## config.mk

```make
export PLATFORM = sky130hd
export DESIGN_NAME = alu_seq
export DESIGN_NICKNAME = d
export VERILOG_FILES = /design/src/rtl/alu_pkg.sv /design/src/rtl/alu_seq_iter_muldiv.sv /design/src/rtl/alu_seq.sv
export SDC_FILE = /design/constraint.sdc
export NUM_CORES = 1
export LEC_CHECK = 0
export CORE_ASPECT_RATIO = 2
export CORE_MARGIN = 10
export CORE_UTILIZATION = 30
export DETAILED_ROUTE_END_ITERATION = 6
export SYNTH_ARGS = -nofsm -noshare
export SYNTH_HDL_FRONTEND = slang
export SYNTH_SLANG_ARGS = --single-unit
```

## constraint.sdc

```tcl
create_clock -name clk -period 4.7 [get_ports clk]
set_clock_uncertainty 0.2 [all_clocks]
set_input_delay 0.94 -clock clk [delete_from_list [all_inputs] [get_ports clk]]
set_output_delay 0.94 -clock clk [all_outputs]
set_load 0.05 [all_outputs]
```

## src/rtl/alu_pkg.sv

```systemverilog
// Shared types and sizing helpers for the multi-cycle ALU.
package alu_pkg;

  typedef enum logic [2:0] {
    OP_ADD = 3'd0,
    OP_SUB = 3'd1,
    OP_AND = 3'd2,
    OP_OR  = 3'd3,
    OP_XOR = 3'd4,
    OP_CMP = 3'd5,
    OP_MUL = 3'd6,
    OP_DIV = 3'd7
  } alu_op_e;

  typedef enum logic [1:0] {
    IDLE,
    BUSY,
    DONE
  } state_e;

  typedef struct packed {
    logic carry;
    logic neg;
    logic zero;
    logic div_by_zero;
    logic gt;
    logic eq;
    logic lt;
  } alu_flags_t;

  function automatic int cnt_width(input int width);
    return (width > 1) ? $clog2(width) : 1;
  endfunction

endpackage

```

## src/rtl/alu_seq_iter_muldiv.sv

```systemverilog
// Shared shift/accumulate datapath: shift-add multiply and restoring divide,
// one step per cycle for WIDTH cycles. {hi, lo} ends as product or {rem, quot}.
module iter_muldiv
  import alu_pkg::*;
#(
  parameter int WIDTH = 8
) (
  input  logic               clk,
  input  logic               arst_n,
  input  logic               clear,
  input  logic               start,
  input  logic               is_div,
  input  logic [WIDTH-1:0]   a,
  input  logic [WIDTH-1:0]   b,
  output logic               done,
  output logic [2*WIDTH-1:0] hilo_nxt
);

  localparam int CW = cnt_width(WIDTH);

  logic             busy;
  logic             div_q;
  logic [CW-1:0]    cnt;
  logic [WIDTH-1:0] hi, lo, opnd;
  logic [WIDTH-1:0] hi_n, lo_n, rem_sub;
  logic [WIDTH:0]   add_sum, shifted;

  assign done     = busy && (cnt == CW'(WIDTH - 1));
  assign hilo_nxt = {hi_n, lo_n};

  // NOTE: every always_comb output gets a default first so no path infers a latch.
  always_comb begin
    hi_n    = hi;
    lo_n    = lo;
    add_sum = '0;
    shifted = {hi, lo[WIDTH-1]};
    rem_sub = shifted[WIDTH-1:0] - opnd;
    if (div_q) begin
      // Remainder < divisor, so the low WIDTH bits of the trial difference are exact.
      if (shifted >= {1'b0, opnd}) begin
        hi_n = rem_sub;
        lo_n = {lo[WIDTH-2:0], 1'b1};
      end else begin
        hi_n = shifted[WIDTH-1:0];
        lo_n = {lo[WIDTH-2:0], 1'b0};
      end
    end else begin
      add_sum      = lo[0] ? ({1'b0, hi} + {1'b0, opnd}) : {1'b0, hi};
      {hi_n, lo_n} = {add_sum, lo[WIDTH-1:1]};
    end
  end

  // NOTE: sequential state uses non-blocking assignments only, so every flop samples pre-edge values.
  always_ff @(posedge clk or negedge arst_n) begin
    if (!arst_n) begin
      busy  <= 1'b0;
      div_q <= 1'b0;
      cnt   <= '0;
      hi    <= '0;
      lo    <= '0;
      opnd  <= '0;
    end else if (clear) begin
      busy <= 1'b0;
      cnt  <= '0;
    end else if (start) begin
      busy  <= 1'b1;
      div_q <= is_div;
      cnt   <= '0;
      hi    <= '0;
      lo    <= is_div ? a : b;
      opnd  <= is_div ? b : a;
    end else if (busy) begin
      hi <= hi_n;
      lo <= lo_n;
      if (done) begin
        busy <= 1'b0;
        cnt  <= '0;
      end else begin
        cnt <= cnt + CW'(1);
      end
    end
  end

endmodule

```

## src/rtl/alu_seq.sv

```systemverilog
// Handshaked ALU: single-cycle ops resolve on accept, MUL/DIV iterate in
// iter_muldiv. Results and flags are held in output registers until taken.
module alu_seq
  import alu_pkg::*;
#(
  parameter int WIDTH = 8
) (
  input  logic               clk,
  input  logic               arst_n,
  input  logic               flush,
  input  logic               in_valid,
  output logic               in_ready,
  input  alu_op_e            op,
  input  logic [WIDTH-1:0]   a,
  input  logic [WIDTH-1:0]   b,
  output logic               out_valid,
  input  logic               out_ready,
  output logic [2*WIDTH-1:0] result,
  output logic               carry,
  output logic               neg,
  output logic               zero,
  output logic               div_by_zero,
  output logic               gt,
  output logic               eq,
  output logic               lt
);

  state_e             state;
  logic [2*WIDTH-1:0] result_q, sc_result, md_nxt;
  alu_flags_t         flags_q, sc_flags;
  logic [WIDTH:0]     sum;
  logic [WIDTH-1:0]   diff;
  logic               accept, is_iter, md_done;

  assign in_ready = (state == IDLE) || ((state == DONE) && out_ready);
  assign accept   = in_valid && in_ready;
  assign is_iter  = (op == OP_MUL) || ((op == OP_DIV) && (b != '0));

  always_comb begin
    sc_result      = '0;
    sc_flags       = '0;
    sum            = {1'b0, a} + {1'b0, b};
    diff           = (b > a) ? (b - a) : (a - b);
    sc_flags.gt    = a > b;
    sc_flags.eq    = a == b;
    sc_flags.lt    = a < b;
    case (op)
      OP_ADD: begin
        sc_result[WIDTH-1:0] = sum[WIDTH-1:0];
        sc_flags.carry       = sum[WIDTH];
      end
      OP_SUB: begin
        sc_result[WIDTH-1:0] = diff;
        sc_flags.neg         = b > a;
      end
      OP_AND: sc_result[WIDTH-1:0] = a & b;
      OP_OR:  sc_result[WIDTH-1:0] = a | b;
      OP_XOR: sc_result[WIDTH-1:0] = a ^ b;
      OP_CMP: sc_result[2:0] = {sc_flags.gt, sc_flags.eq, sc_flags.lt};
      OP_DIV: begin
        if (b == '0) begin
          sc_result            = {a, {WIDTH{1'b1}}};
          sc_flags.div_by_zero = 1'b1;
        end
      end
      default: ;  // MUL and DIV by non-zero finish in iter_muldiv
    endcase
    sc_flags.zero = (sc_result == '0);
  end

  iter_muldiv #(.WIDTH(WIDTH)) u_muldiv (
    .clk      (clk),
    .arst_n   (arst_n),
    .clear    (flush),
    .start    (accept && is_iter && !flush),
    .is_div   (op == OP_DIV),
    .a        (a),
    .b        (b),
    .done     (md_done),
    .hilo_nxt (md_nxt)
  );

  always_ff @(posedge clk or negedge arst_n) begin
    if (!arst_n) begin
      state     <= IDLE;
      out_valid <= 1'b0;
      result_q  <= '0;
      flags_q   <= '0;
    end else if (flush) begin
      state     <= IDLE;
      out_valid <= 1'b0;
    end else begin
      case (state)
        IDLE, DONE: begin
          if (accept) begin
            result_q <= sc_result;
            flags_q  <= sc_flags;
            if (is_iter) begin
              state     <= BUSY;
              out_valid <= 1'b0;
            end else begin
              state     <= DONE;
              out_valid <= 1'b1;
            end
          end else if ((state == DONE) && out_ready) begin
            state     <= IDLE;
            out_valid <= 1'b0;
          end
        end
        BUSY: begin
          // gt/eq/lt were captured on accept; only result and zero come from the iteration.
          if (md_done) begin
            result_q      <= md_nxt;
            flags_q.zero  <= (md_nxt == '0);
            state         <= DONE;
            out_valid     <= 1'b1;
          end
        end
        default: begin
          state     <= IDLE;
          out_valid <= 1'b0;
        end
      endcase
    end
  end

  assign result      = result_q;
  assign carry       = flags_q.carry;
  assign neg         = flags_q.neg;
  assign zero        = flags_q.zero;
  assign div_by_zero = flags_q.div_by_zero;
  assign gt          = flags_q.gt;
  assign eq          = flags_q.eq;
  assign lt          = flags_q.lt;

endmodule

```

# Word level (Yosys, flattened, before mapping)
# Cells that the tools add are included.
# totals
ff_bits	55
latch_bits	0
ram_bits	0
romBits	0
input_bits	24
out_inout_bits	25
memories	0
# op_classes
n_addsub	6
n_mul	0
n_div	0
magnitude_cmp	4
eq_ne	15
shifts	0
muxes	46
bitwise_logic	4
n_reduce_logical	24
# ops
operator	n
two-way mux 8 bit	11
two-way mux 16 bit	3
logical NOT 16 bit	2
case mux 16 bit (2 select lines)	1
case mux 5 bit (6 select lines)	1
subtractor 8 bit	3
case mux 3 bit (7 select lines)	1
adder 8 x 8 -> 9 bit	2
greater-than comparator 8 bit	2
== test 3 bit, second input constant	5
two-way mux 1 bit	15
two-way mux 3 bit	4
two-way mux 2 bit	5
greater-or-equal comparator 9 x 8 -> 1 bit	1
two-way mux 9 bit	1
AND 8 bit	1
== test 8 bit	1
logical NOT 8 bit	1
less-than comparator 8 bit	1
OR 8 bit	1
nonzero test 8 bit	1
bitwise XOR 8 bit	1
== test 3 x 2 -> 1 bit, second input constant	2
logical AND 1 bit	6
21 further kinds	27

# Logic depth before layout (Yosys ltp)
# Gate-level depths: netlist (run 1).
# depth
word_depth	8
mapped_depth	13
depth_no_buf	13

# By module
# A second synthesis (run 1) with hierarchy kept.
# unflattened
cells_unflattened	654
area_unflattened_um2	5370.2
# by_module_without_submodules
mod	instances	cells_each	area_each_um2
alu_seq	1	381	2932.8
iter_muldiv	1	273	2437.3

# Least setup slack after synthesis (run 1)
# No wires, ideal clock.
# synth_timing
path_kind	input to register
startpoint	in b[0]
endpoint	reg, netlist name zero
setup_time_ns	0.095
t_arrival_ns	3.597
required_ns	4.405
setup_slack_ns	0.807
cell_stages	13
path_cell_list	inv_1 ha_1 inv_1 fa_1 nor3b_2 o31ai_2 a311oi_4 a32oi_1 o21a_1 o311ai_1 or4b_1 o41a_1 o31ai_1
# synth_between
elab_chain_len	6
elab_cells_between_ends	19
# synth_lines
item	line	rtl
start: declaration	alu_seq.sv:15	input logic [WIDTH-1:0] b,
subtractor 8 bit (tied with other cells)	alu_seq.sv:43	diff = (b > a) ? (b - a) : (a - b);
two-way mux 8 bit or two-way mux 16 bit (tied branches)	alu_seq.sv:43, alu_seq.sv:61	
case mux 3 bit (7 select lines) (tied with other cells)	alu_seq.sv:47	case (op)
logical NOT 16 bit (*)	alu_seq.sv:68	sc_flags.zero = (sc_result == '0);
two-way mux 5 bit (*)	alu_seq.sv:95	if (accept) begin
case mux 1 bit (2 select lines) (*)	alu_seq.sv:93	case (state)
# Mark *: on every way between the ends. The rest lies on a longest branch, timed or not. The select of a mux whose other input is x is not followed.
# A chain may end at the register's enable or synchronous reset.

# Worst setup path after layout (run 1)
# layout_timing
startpoint	in b[7]
endpoint	reg, netlist name zero
# layout_between
elab_chain_len	6
elab_cells_between_ends	19
# layout_lines
item	line
subtractor 8 bit (tied with other cells)	alu_seq.sv:43
two-way mux 8 bit or two-way mux 16 bit (tied branches)	alu_seq.sv:43, alu_seq.sv:61
case mux 5 bit (6 select lines) (tied with other cells)	alu_seq.sv:47
logical NOT 16 bit (*)	alu_seq.sv:68
two-way mux 5 bit (*)	alu_seq.sv:95
case mux 1 bit (2 select lines) (*)	alu_seq.sv:93
# Marks and branches as above.

==> results_tabular.tex, run 1 <==
\begin{tabular}{lr}
\hline
Metric & Value \\
\hline
\multicolumn{2}{l}{\textbf{Run status}} \\
Run status & finished clean \\
\multicolumn{2}{l}{\textbf{Critical path}} \\
Kind of critical path & in -> reg \\
Worst stage delay on the critical path & around 0.57 ns \\
Type of origin of the critical path & input pin \\
CP Capture Type & register \\
Arrival time at the worst endpoint & about 4.5 ns \\
Minimum setup slack among reg-to-reg paths & 0.92 ns \\
CP Data Required Time & around 4.7 ns \\
Worst-path fanout max & 3 \\
Critical-path cell with the highest stage delay & or4\_1 \\
Worst-path cell chain & clkdlybuf4s50\_1 > inv\_1 > ha\_1 > or4\_1 > a211oi\_1 > buf\_4 > a2111oi\_0 > nand3\_1 > a22oi\_1 > a2111oi\_0 > buf\_4 > nand3\_1 > o41a\_1 > o31ai\_1 \\
\multicolumn{2}{l}{\textbf{Route}} \\
Per-cell via count in the routed design & 5.42 \\
Violation count after the first detailed-route iteration & around 300 \\
Vias after detailed routing & around 5200 \\
Post-route ant nets & 0 \\
Final routed wirelength across all metal layers & just under 20000 µm \\
Length of the first detailed-routing pass in iterations & 5 \\
Residual DRC & 0 \\
Routed wire length per instance & 20.5 µm \\
\multicolumn{2}{l}{\textbf{STA}} \\
Number of setup violations in the final report & 0 \\
Worst-case headroom to the max-slew limit & 0.368 \\
Setup repair after global routing missed its margin & no \\
Final period utilization & 0.957 \\
Maximum operating frequency & around 220 MHz \\
Min Tclk post-route & between 4 and 5 ns \\
Final hold violation count & 0 \\
Worst path setup slack after routing & about 0.20 ns \\
Setup TNS & 0 ns \\
Transition time at the pin with the least slew margin & $\sim$0.94 ns \\
Final-report max-slew violation count & 0 \\
\multicolumn{2}{l}{\textbf{Logic synthesis}} \\
Xor and xnor fraction of the mapped netlist area & 0.0263 \\
Syn Inst Count & 658 \\
Prevailing post-synth register cell & dfrtp\_1 \\
EDFF count, synth & 0 \\
Share of the synthesized area in compound gates (AO/OA/AOI/OAI) & 0.254 \\
Post-Syn Nets & 739 \\
Dominant combinational cell family by area after synthesis & compound AO/OA/AOI/OAI gates \\
Distinct cell type count after synthesis & 72 \\
Syn Area/Cell & between 8 and 9 µm² \\
Async S/R FF share, synth & 1.00 \\
Mux share of post-synthesis cell area & 0.0676 \\
Number of synthesis warnings & 0 \\
Simple-Gate Fraction of Synth Area & 0.185 \\
Netlist area before placement & approximately 0.0053 mm² \\
Synth Area in Adders & 0.141 \\
Sequential area share after synthesis & 0.254 \\
Post-synthesis register bit count & 54 \\
\multicolumn{2}{l}{\textbf{Worst hold path}} \\
Worst min-delay path category & reg -> reg \\
\multicolumn{2}{l}{\textbf{Place}} \\
Total half-perimeter wirelength after legalization and detailed placement & approximately 16000 µm \\
RD Place Congestion & 0.983 \\
Port Buf Inserts & 48 \\
Worst slack at placement & -0.0437 ns \\
\multicolumn{2}{l}{\textbf{Clocking}} \\
Bufs on Longest Clock Path & 2 \\
Num CTS Buffers & 5 \\
H-tree levels & 2 \\
Clock transition at path regs & approximately 0.080 ns \\
Library cell used as clock root buffer & clkbuf\_16 \\
Hold-fix buffers, CTS & 0 \\
Number of buffers inserted by post-CTS setup repair & 0 \\
Clock latency on the worst-skew pair & between 0.3 and 0.4 ns \\
Num Clock Sinks & 54 \\
TritonCTS clock tree & built \\
\multicolumn{2}{l}{\textbf{Global routing}} \\
Pin count of the biggest net entering global routing & 36 \\
Wire length of the first global-routing pass & slightly above 30000 µm \\
Total grt overflow & 0 \\
Vias in the first global route & roughly 5400 \\
GRT Util Overall & 0.164 \\
Initial antenna violation count & 1 \\
\multicolumn{2}{l}{\textbf{Power}} \\
Power density of the placed cells & about 380 mW/mm² \\
Static leakage power & between 2 and 3 nW \\
Peak supply drop & between 0.15 and 0.2 mV \\
\multicolumn{2}{l}{\textbf{Job}} \\
Max-cap viol count & 0 \\
\multicolumn{2}{l}{\textbf{Final layout}} \\
Top library cells by usage in the layout, fill and taps aside & 78 x nand2\_1, 63 x buf\_4, 56 x o21ai\_0 \\
Antenna Cells & 0 \\
Final nets & just over 800 \\
Layout fillers & approximately 1800 \\
Share of final-layout standard cells stronger than drive strength 1 & 0.133 \\
Area of the multi-input gates & $\sim$0.0036 mm² \\
Area occupied by registers & around 0.0014 mm² \\
Most common cell after layout, fill and taps aside & nand2\_1 \\
Signed area change from the synthesized netlist to the final layout & 21.8\% \\
\multicolumn{2}{l}{\textbf{Floorplan}} \\
Initial Util & 0.307 \\
Core region area & 0.0174 mm² \\
Die Y & 208 µm \\
Site Rows & 68 \\
Die Area & 0.0238 mm² \\
IO Count & 49 \\
Width of the chip & roughly 110 µm \\
\hline
\end{tabular}
[registers in the layout (all words and copies together), names as in the netlist]
name,count
out_valid,1
u_muldiv.lo,8
u_muldiv.hi,8
state,1
eq,1
gt,1
u_muldiv.opnd,8
u_muldiv.busy,1
carry,1
u_muldiv.cnt,3
lt,1
u_muldiv.div_q,1
zero,1
neg,1
result,16
div_by_zero,1
[report_power, final]
group / internal, mW / switching [mW] / total [mW] / leakage (nW)
Combinational: 0.599 / 0.802 / 1.40 / 2.09
Sequential: 0.562 / 0.124 / 0.686 / 0.715
Clock: 0.204 / 0.193 / 0.397 / 0.0759
[area by class of cell]
cell class / instances / share of cell area
Multi-Input combinational cell: 521 / 0.554
Sequential cell: 54 / 0.208
Timing Repair Buffer: 111 / 0.146
Tap cell: 210 / 0.0405
Inverter: 48 / 0.0278
Clock buffer: 5 / 0.0193
Clock inverter: 3 / 0.00443
[per-layer routing]
layer / vias up / share of wire / GRT usage
met4: 0 / 0.086 / 0.133
met3: 82 / 0.019 / 0.00980
met1: 2419 / 0.31 / 0.137
li1: 2503 / - / -
met5: - / 0 / 0
met2: 157 / 0.59 / 0.329
[per-stage QoR]
step / hold slack [ns] / utilization / power, mW / instances / area [µm²]
after detailed placement: 0.269 / 0.365 / 2.09 / 944 / 6330
after CTS: 0.288 / 0.374 / 2.50 / 952 / 6480
after floorplan: 0.250 / - / 1.66 / 658 / 5330
final: 0.281 / 0.374 / 2.48 / 952 / 6490
after global placement: 0.263 / 0.365 / 2.09 / 944 / 6330
after global routing: 0.303 / 0.374 / 2.68 / 952 / 6490
[synthesized netlist by cell type, types with 7 or more instances]
library cell	count	area (µm²)
nor3_1	18	90.1
dfrtp_1	54	1350
a31oi_1	10	62.6
o21bai_1	8	60.1
clkbuf_1	22	82.6
o211ai_1	9	67.6
a211oi_1	16	120
nand3_1	7	35.0
nor2b_1	10	62.6
mux2_2	8	90.1
a21oi_1	54	270
mux2i_1	27	270
inv_1	47	176
xnor2_1	14	123
nand2b_1	12	75.1
ha_1	52	651
nor2_1	49	184
nand2_1	78	293
o21ai_0	56	280
a22o_1	7	61.3
buf_6	7	78.8
[critical path: cells and delay by family]
family | cells | cell delay [ns]
AOI/OAI and AO/OA | 6 | 1.36
buffers and inverters | 4 | 0.95
and+or+nand+nor | 3 | 0.86
adders and majority gates | 1 | 0.38
[worst paths after layout]
| kind | depth (start not counted) | start | end |
|---|---|---|---|
| min reg2reg | 2 | div_by_zero | div_by_zero |
| min | 2 | div_by_zero | div_by_zero |
| min in group asynchronous | 1 | arst_n | u_muldiv.cnt[0] |
| max reg2reg | 10 | u_muldiv.hi[1] | zero |
| max | 14 | b[7] | zero |
| max in group asynchronous | 2 | arst_n | neg |
[kinds of logic (layout without fill, tap and decap cells)]
logic type / Yosys count / after routing
and+or+nand+nor: 206 / 206
muxes: 35 / 35
xor gates and xnor gates: 16 / 16
DFF: 54 / 54
buffers and inverters: 83 / 167
AOI/OAI and AO/OA: 207 / 207
adders and majority gates: 57 / 57
[repair_timing]
action	4_1_cts	5_1_grt
resized for setup	0	1
endpoints found under the hold margin	0	0
endpoints found under the setup margin	0	1
Note: power is estimated with default switching activity, not from simulation.
==> inputs of run 2 (changes only) <==
- CTS_BUF_LIST: default -> sky130_fd_sc_hd__clkbuf_4 sky130_fd_sc_hd__clkbuf_8
==> results_tabular.tex, run 2 (synthesized netlist as in run 1, its figures left out) <==
\begin{tabular}{lr}
\hline
Metric & Value \\
\hline
\multicolumn{2}{l}{\textbf{Critical path}} \\
Arrival time at the worst endpoint & 4.58 ns (+0.08 ns) \\
Worst stage delay on the critical path & 0.57 ns (about the same) \\
CP Capture Type & register \\
Critical-path cell with the highest stage delay & or4\_1 \\
Type of origin of the critical path & input pin \\
Kind of critical path & in -> reg \\
Cell family contributing the most delay on the critical path & compound AO/OA/AOI/OAI gates \\
Start point of the critical path & b[7] \\
Reg-to-reg startpoint & u\_muldiv.hi[1] \\
Worst-path fanout max & 3 (unchanged) \\
CP bufs+invs & 4 (unchanged) \\
CP Data Required Time & 4.74 ns (+0.03 ns) \\
Worst-path cell chain & clkdlybuf4s50\_1 > inv\_1 > ha\_1 > or4\_1 > a211oi\_1 > buf\_4 > a2111oi\_0 > nand3\_1 > a22oi\_1 > a2111oi\_0 > buf\_4 > nand3\_1 > o41a\_1 > o31ai\_1 \\
\multicolumn{2}{l}{\textbf{Floorplan}} \\
Initial Util & 0.307 (unchanged) \\
IO Count & 49 (unchanged) \\
Core region area & 0.0174 mm² (unchanged) \\
Die Area & 0.0238 mm² (unchanged) \\
Site Rows & 68 (unchanged) \\
Die Y & 208 µm (unchanged) \\
Width of the chip & 114 µm (unchanged) \\
\multicolumn{2}{l}{\textbf{Global routing}} \\
Pin count of the biggest net entering global routing & 36 (unchanged) \\
Vias in the first global route & 5352 (-0.28\%) \\
Initial antenna violation count & 1 (unchanged) \\
Total grt overflow & 0 (unchanged) \\
GRT Util Overall & 0.164 (+0.000468) \\
Wire length of the first global-routing pass & 30300 µm (+0.41\%) \\
\multicolumn{2}{l}{\textbf{Power}} \\
Static leakage power & 2.86 nW (-0.91\%) \\
Peak supply drop & 0.158 mV (-7.4\%) \\
Design Power & 2.38 mW (-4.3\%) \\
Power density of the placed cells & 370 mW/mm² (-3.4\%) \\
\multicolumn{2}{l}{\textbf{Clocking}} \\
Number of instances resized during post-cts repair & 0 (unchanged) \\
Library cell used as clock root buffer & clkbuf\_8 \\
TritonCTS clock tree & built \\
Hold-fix buffers, CTS & 0 (unchanged) \\
Num CTS Buffers & 5 (unchanged) \\
Bufs on Longest Clock Path & 2 (unchanged) \\
H-tree levels & 2 (unchanged) \\
Clock transition at path regs & 0.12 ns (+0.04 ns) \\
Num Clock Sinks & 54 (unchanged) \\
Number of buffers inserted by post-CTS setup repair & 0 (unchanged) \\
Clock latency on the worst-skew pair & 0.34 ns (+0.03 ns) \\
\multicolumn{2}{l}{\textbf{Final layout}} \\
Fin util & 0.371 (-0.00346) \\
Final nets & 822 (unchanged) \\
Top library cells by usage in the layout, fill and taps aside & 78 x nand2\_1, 63 x buf\_4, 56 x o21ai\_0 \\
Area occupied by registers & 0.00135 mm² (unchanged) \\
Area of the multi-input gates & 0.00359 mm² (-0.17\%) \\
Most common cell after layout, fill and taps aside & nand2\_1 \\
Share of final-layout standard cells stronger than drive strength 1 & 0.132 (-0.00135) \\
Flip-flop count of the largest register, all copies and words added & 16 (unchanged) \\
Signed area change from the synthesized netlist to the final layout & 20.7\% \\
Layout fillers & 1854 (+0.54\%) \\
\multicolumn{2}{l}{\textbf{Route}} \\
Vias after detailed routing & 5117 (-0.85\%) \\
Post-route ant nets & 0 (unchanged) \\
Per-cell via count in the routed design & 5.37 (-0.96\%) \\
Final routed wirelength across all metal layers & 19500 µm (about the same) \\
Routed wire length per instance & 20.5 µm (-0.20\%) \\
Violation count after the first detailed-route iteration & 253 (-15\%) \\
Length of the first detailed-routing pass in iterations & 5 (unchanged) \\
Residual DRC & 0 (unchanged) \\
\multicolumn{2}{l}{\textbf{Place}} \\
Total half-perimeter wirelength after legalization and detailed placement & 16300 µm (unchanged) \\
RD Place Congestion & 0.983 (unchanged) \\
Port Buf Inserts & 48 (unchanged) \\
\multicolumn{2}{l}{\textbf{Worst hold path}} \\
Worst min-delay path category & reg -> reg \\
Beginning of the worst hold path & div\_by\_zero \\
\multicolumn{2}{l}{\textbf{STA}} \\
Setup repair after global routing missed its margin & no \\
Final-report max-slew violation count & 0 (unchanged) \\
Maximum operating frequency & 220 MHz (-0.92\%) \\
Transition time at the pin with the least slew margin & 0.935 ns (-0.00791 ns) \\
Final hold violation count & 0 (unchanged) \\
Min Tclk post-route & 4.54 ns (+0.0418 ns) \\
Final period utilization & 0.966 (+0.00889) \\
Worst-case headroom to the max-slew limit & 0.377 (+0.00907) \\
Number of setup violations in the final report & 0 (unchanged) \\
\multicolumn{2}{l}{\textbf{Run status}} \\
Run status & finished clean \\
\multicolumn{2}{l}{\textbf{Job}} \\
Max-cap viol count & 0 (unchanged) \\
\hline
\end{tabular}
-- run 2: changes by cell type in the layout (fill, tap and decap cells not counted), sizes merged --
cell and delta:
diode +1
-- run 2: final timing paths --
path	end	cells past startpoint	slack, ns
worst min-delay path	div_by_zero	2	0.29
worst min register to register	div_by_zero	2	0.29
max in group asynchronous	gt	2	3.09
worst max register to register	zero	10	0.91
worst max-delay path	zero	14	0.16
min in group asynchronous	u_muldiv.cnt[0]	1	0.39
-- run 2: cell type report --
cell class / count / share of cell area
Multi-Input combinational cell: 521 / 0.558
Sequential cell: 54 / 0.210
Timing Repair Buffer: 111 / 0.147
Tap cell: 210 / 0.0409
Inverter: 48 / 0.0280
Clock buffer: 5 / 0.0107
Clock inverter: 3 / 0.00447
Antenna cell: 1 / 0.000389
-- run 2: metrics by stage --
stage / area [µm²] / hold slack (ns) / setup slack (ns) / cells / TNS (ns)
detailed placement: 6330 / 0.269 / -0.0437 / 944 / -0.0437
finish: 6430 / 0.289 / 0.160 / 953 / 0
global route: 6430 / 0.313 / 0.0168 / 953 / 0
global placement: 6330 / 0.263 / 0.0243 / 944 / 0
CTS: 6430 / 0.296 / 0.289 / 952 / 0
floorplan: 5330 / 0.250 / 0.807 / 658 / 0
-- run 2: power breakdown --
group,leakage (nW),total [mW],internal [mW],switching [mW]
Sequential,0.715,0.686,0.561,0.125
Combinational,2.09,1.40,0.598,0.800
Clock,0.0502,0.294,0.111,0.183
Total,2.86,2.38,1.27,1.11
-- run 2: layer usage --
layer  GRT usage  part of all wire
met4       0.143             0.092
met2       0.324              0.58
met3     0.00893             0.019
met5           0                 0
met1       0.138              0.31
-- run 2: worst register-to-register path: cells and delay by family (launching register included) --
kind | cells | cell delay (ns)
buffers and inverters | 1 | 0.29
AND/OR/NAND/NOR | 1 | 0.60
multiplexers | 1 | 0.22
adder cells (fa/ha/maj) | 1 | 0.40
flip-flops | 1 | 0.48
AO/OA/AOI/OAI | 6 | 1.51
==> inputs of run 3 (changes only) <==
- ABC_AREA: default -> 0
- MAX_ROUTING_LAYER: default -> met4
==> results_tabular.tex, run 3 (synthesized netlist as in run 1, its figures left out) <==
\begin{tabular}{lr}
\hline
Metric & Value \\
\hline
\multicolumn{2}{l}{\textbf{Critical path}} \\
CP Data Required Time & 4.73 ns (about the same) \\
Cell family contributing the most delay on the critical path & compound AO/OA/AOI/OAI gates \\
Logic depth of the worst register-to-register path & 10 (unchanged) \\
Type of origin of the critical path & input pin \\
Minimum setup slack among reg-to-reg paths & 0.96 ns (+0.05 ns) \\
Critical-path cell with the highest stage delay & or4b\_1 \\
Terminus of the critical flop-to-flop path & zero \\
Worst stage delay on the critical path & 0.54 ns (-0.03 ns) \\
CP Capture Type & register \\
CP bufs+invs & 3 (-1) \\
Most common cell on crit path & inv\_1 \\
Worst-path cell chain & clkdlybuf4s50\_1 > inv\_1 > ha\_1 > inv\_1 > fa\_1 > nor3b\_2 > o31ai\_2 > a311oi\_4 > a32oi\_1 > o21a\_1 > o311ai\_1 > or4b\_1 > o41a\_1 > o31ai\_1 \\
Reg-to-reg startpoint & u\_muldiv.hi[1] \\
Arrival time at the worst endpoint & 4.46 ns (-0.12 ns) \\
Kind of critical path & in -> reg \\
Worst-path fanout max & 8 (+5) \\
\multicolumn{2}{l}{\textbf{Clocking}} \\
Clock transition at path regs & 0.10 ns (-0.02 ns) \\
TritonCTS clock tree & built \\
Num CTS Buffers & 5 (unchanged) \\
Hold-fix buffers, CTS & 0 (unchanged) \\
H-tree levels & 2 (unchanged) \\
Library cell used as clock root buffer & clkbuf\_8 \\
Number of instances resized during post-cts repair & 0 (unchanged) \\
Num Clock Sinks & 54 (unchanged) \\
Clock latency on the worst-skew pair & 0.33 ns (about the same) \\
Bufs on Longest Clock Path & 2 (unchanged) \\
Number of buffers inserted by post-CTS setup repair & 0 (unchanged) \\
\multicolumn{2}{l}{\textbf{Route}} \\
Detailed-route wire length on metal 1 & 5980 µm (-0.81\%) \\
Final routed wirelength across all metal layers & 19600 µm (+0.63\%) \\
Residual DRC & 0 (unchanged) \\
Vias after detailed routing & 5103 (-0.27\%) \\
Total length of routed met2 wires & 11900 µm (+4.9\%) \\
Post-route ant nets & 0 (unchanged) \\
Wire length on met3 & 309 µm (-18\%) \\
Length of the first detailed-routing pass in iterations & 5 (unchanged) \\
Per-cell via count in the routed design & 5.35 (-0.38\%) \\
Routed wire length per instance & 20.6 µm (+0.52\%) \\
Top layer in use & met4 \\
Violation count after the first detailed-route iteration & 220 (-13\%) \\
\multicolumn{2}{l}{\textbf{Power}} \\
Static leakage power & 2.88 nW (+0.63\%) \\
Power share of the clock group & 0.135 (+0.011) \\
Peak supply drop & 0.143 mV (-9.2\%) \\
Net Sw Power & 1.10 mW (-0.24\%) \\
Combinational cell fraction of total power & 0.580 (-0.008) \\
Switching share of power & 0.455 (-0.0105) \\
Relative contribution of sequential cells to total power & 0.285 (-0.003) \\
Power density of the placed cells & 376 mW/mm² (+1.6\%) \\
Internal & 1.32 mW (+4.1\%) \\
\multicolumn{2}{l}{\textbf{Floorplan}} \\
Site Rows & 68 (unchanged) \\
Core region area & 0.0174 mm² (unchanged) \\
IO Count & 49 (unchanged) \\
Die Area & 0.0238 mm² (unchanged) \\
Die Y & 208 µm (unchanged) \\
Width of the chip & 114 µm (unchanged) \\
Initial Util & 0.307 (unchanged) \\
\multicolumn{2}{l}{\textbf{STA}} \\
Final hold violation count & 0 (unchanged) \\
Setup TNS & 0 ns (unchanged) \\
Final period utilization & 0.942 (-0.0243) \\
Final-report max-slew violation count & 0 (unchanged) \\
Transition time at the pin with the least slew margin & 0.920 ns (-0.0149 ns) \\
Number of setup violations in the final report & 0 (unchanged) \\
Worst-case headroom to the max-slew limit & 0.387 (+0.00993) \\
Setup repair after global routing missed its margin & no \\
Min Tclk post-route & 4.43 ns (-0.114 ns) \\
Maximum operating frequency & 226 MHz (+2.6\%) \\
Worst hold slack & 0.287 ns (-0.00141 ns) \\
Worst path setup slack after routing & 0.275 ns (+0.114 ns) \\
\multicolumn{2}{l}{\textbf{Run status}} \\
Run status & finished clean \\
\multicolumn{2}{l}{\textbf{Worst hold path}} \\
Worst Hold End & result[10] \\
Instance count along the most critical hold path & 2 (unchanged) \\
Worst min-delay path category & reg -> reg \\
Beginning of the worst hold path & result[10] \\
\multicolumn{2}{l}{\textbf{Global routing}} \\
Total grt overflow & 0 (unchanged) \\
Pin count of the biggest net entering global routing & 36 (unchanged) \\
GRT Util Overall & 0.172 (+0.00760) \\
Vias in the first global route & 5351 (-0.019\%) \\
Wire length of the first global-routing pass & 30800 µm (+1.5\%) \\
Initial antenna violation count & 0 (-1) \\
\multicolumn{2}{l}{\textbf{Final layout}} \\
Fin util & 0.372 (+0.00159) \\
Final nets & 824 (+0.24\%) \\
Share of final-layout standard cells stronger than drive strength 1 & 0.134 (+0.00233) \\
Antenna Cells & 0 (-1) \\
Layout fillers & 1890 (+1.9\%) \\
Flip-flop count of the largest register, all copies and words added & 16 (unchanged) \\
Most common cell after layout, fill and taps aside & nand2\_1 \\
Top library cells by usage in the layout, fill and taps aside & 78 x nand2\_1, 65 x buf\_4, 56 x o21ai\_0 \\
Signed area change from the synthesized netlist to the final layout & 21.2\% \\
\multicolumn{2}{l}{\textbf{Place}} \\
Worst slack at placement & -0.0429 ns (+0.000771 ns) \\
Port Buf Inserts & 48 (unchanged) \\
Total half-perimeter wirelength after legalization and detailed placement & 16600 µm (+2.0\%) \\
RD Place Congestion & 1.01 (+3.3\%) \\
\multicolumn{2}{l}{\textbf{Job}} \\
Max-cap viol count & 0 (unchanged) \\
\hline
\end{tabular}
run 3: how the worst max path moves through the flow:
stage                     from  endpoint  slack [ns]  cells after the start
after floorplan           b[0]      zero        0.81                     13
after global placement    b[0]      zero        0.05                     14
after detailed placement  b[0]      zero       -0.04                     14
after CTS                 b[0]      zero        0.28                     14
after global routing      b[0]      zero        0.07                     14
final                     b[0]      zero        0.27                     14
run 3: worst min-delay path, cell delays in order, from the launching register on:
cell,delay (ns)
dfrtp_1,0.35
nand2_1,0.05
o21ai_0,0.06
run 3: through the flow:
stage | total power, mW | instances | area [µm²]
global placement | 2.10 | 946 | 6350
floorplan | 1.66 | 658 | 5330
detailed placement | 2.11 | 946 | 6350
global route | 2.62 | 954 | 6460
finish | 2.43 | 954 | 6460
CTS | 2.44 | 954 | 6460
run 3: area by class of cell:
cell class / instances / area (µm²) / area share
inverters: 48 / 180 / 0.0279
clock buffers: 5 / 68.8 / 0.0107
flip-flops and latches: 54 / 1350 / 0.209
repair buffers: 113 / 963 / 0.149
well taps: 210 / 263 / 0.0407
multi-input cells: 521 / 3590 / 0.556
clock inverters: 3 / 43.8 / 0.00678
run 3: routing by layer:
layer / vias up / GRT usage
met5: - / -
met4: 0 / 0.122
met1: 2420 / 0.143
met2: 112 / 0.338
met3: 57 / 0.0104
li1: 2514 / -
run 3: power groups by stage:
stage / clock (mW) / sequential [mW] / combinational (mW)
after floorplan: 0 / 0.732 / 0.928
after detailed placement: 0 / 0.702 / 1.40
after CTS: 0.335 / 0.692 / 1.41
final: 0.328 / 0.693 / 1.41
after global routing: 0.348 / 0.713 / 1.56
after global placement: 0 / 0.698 / 1.40
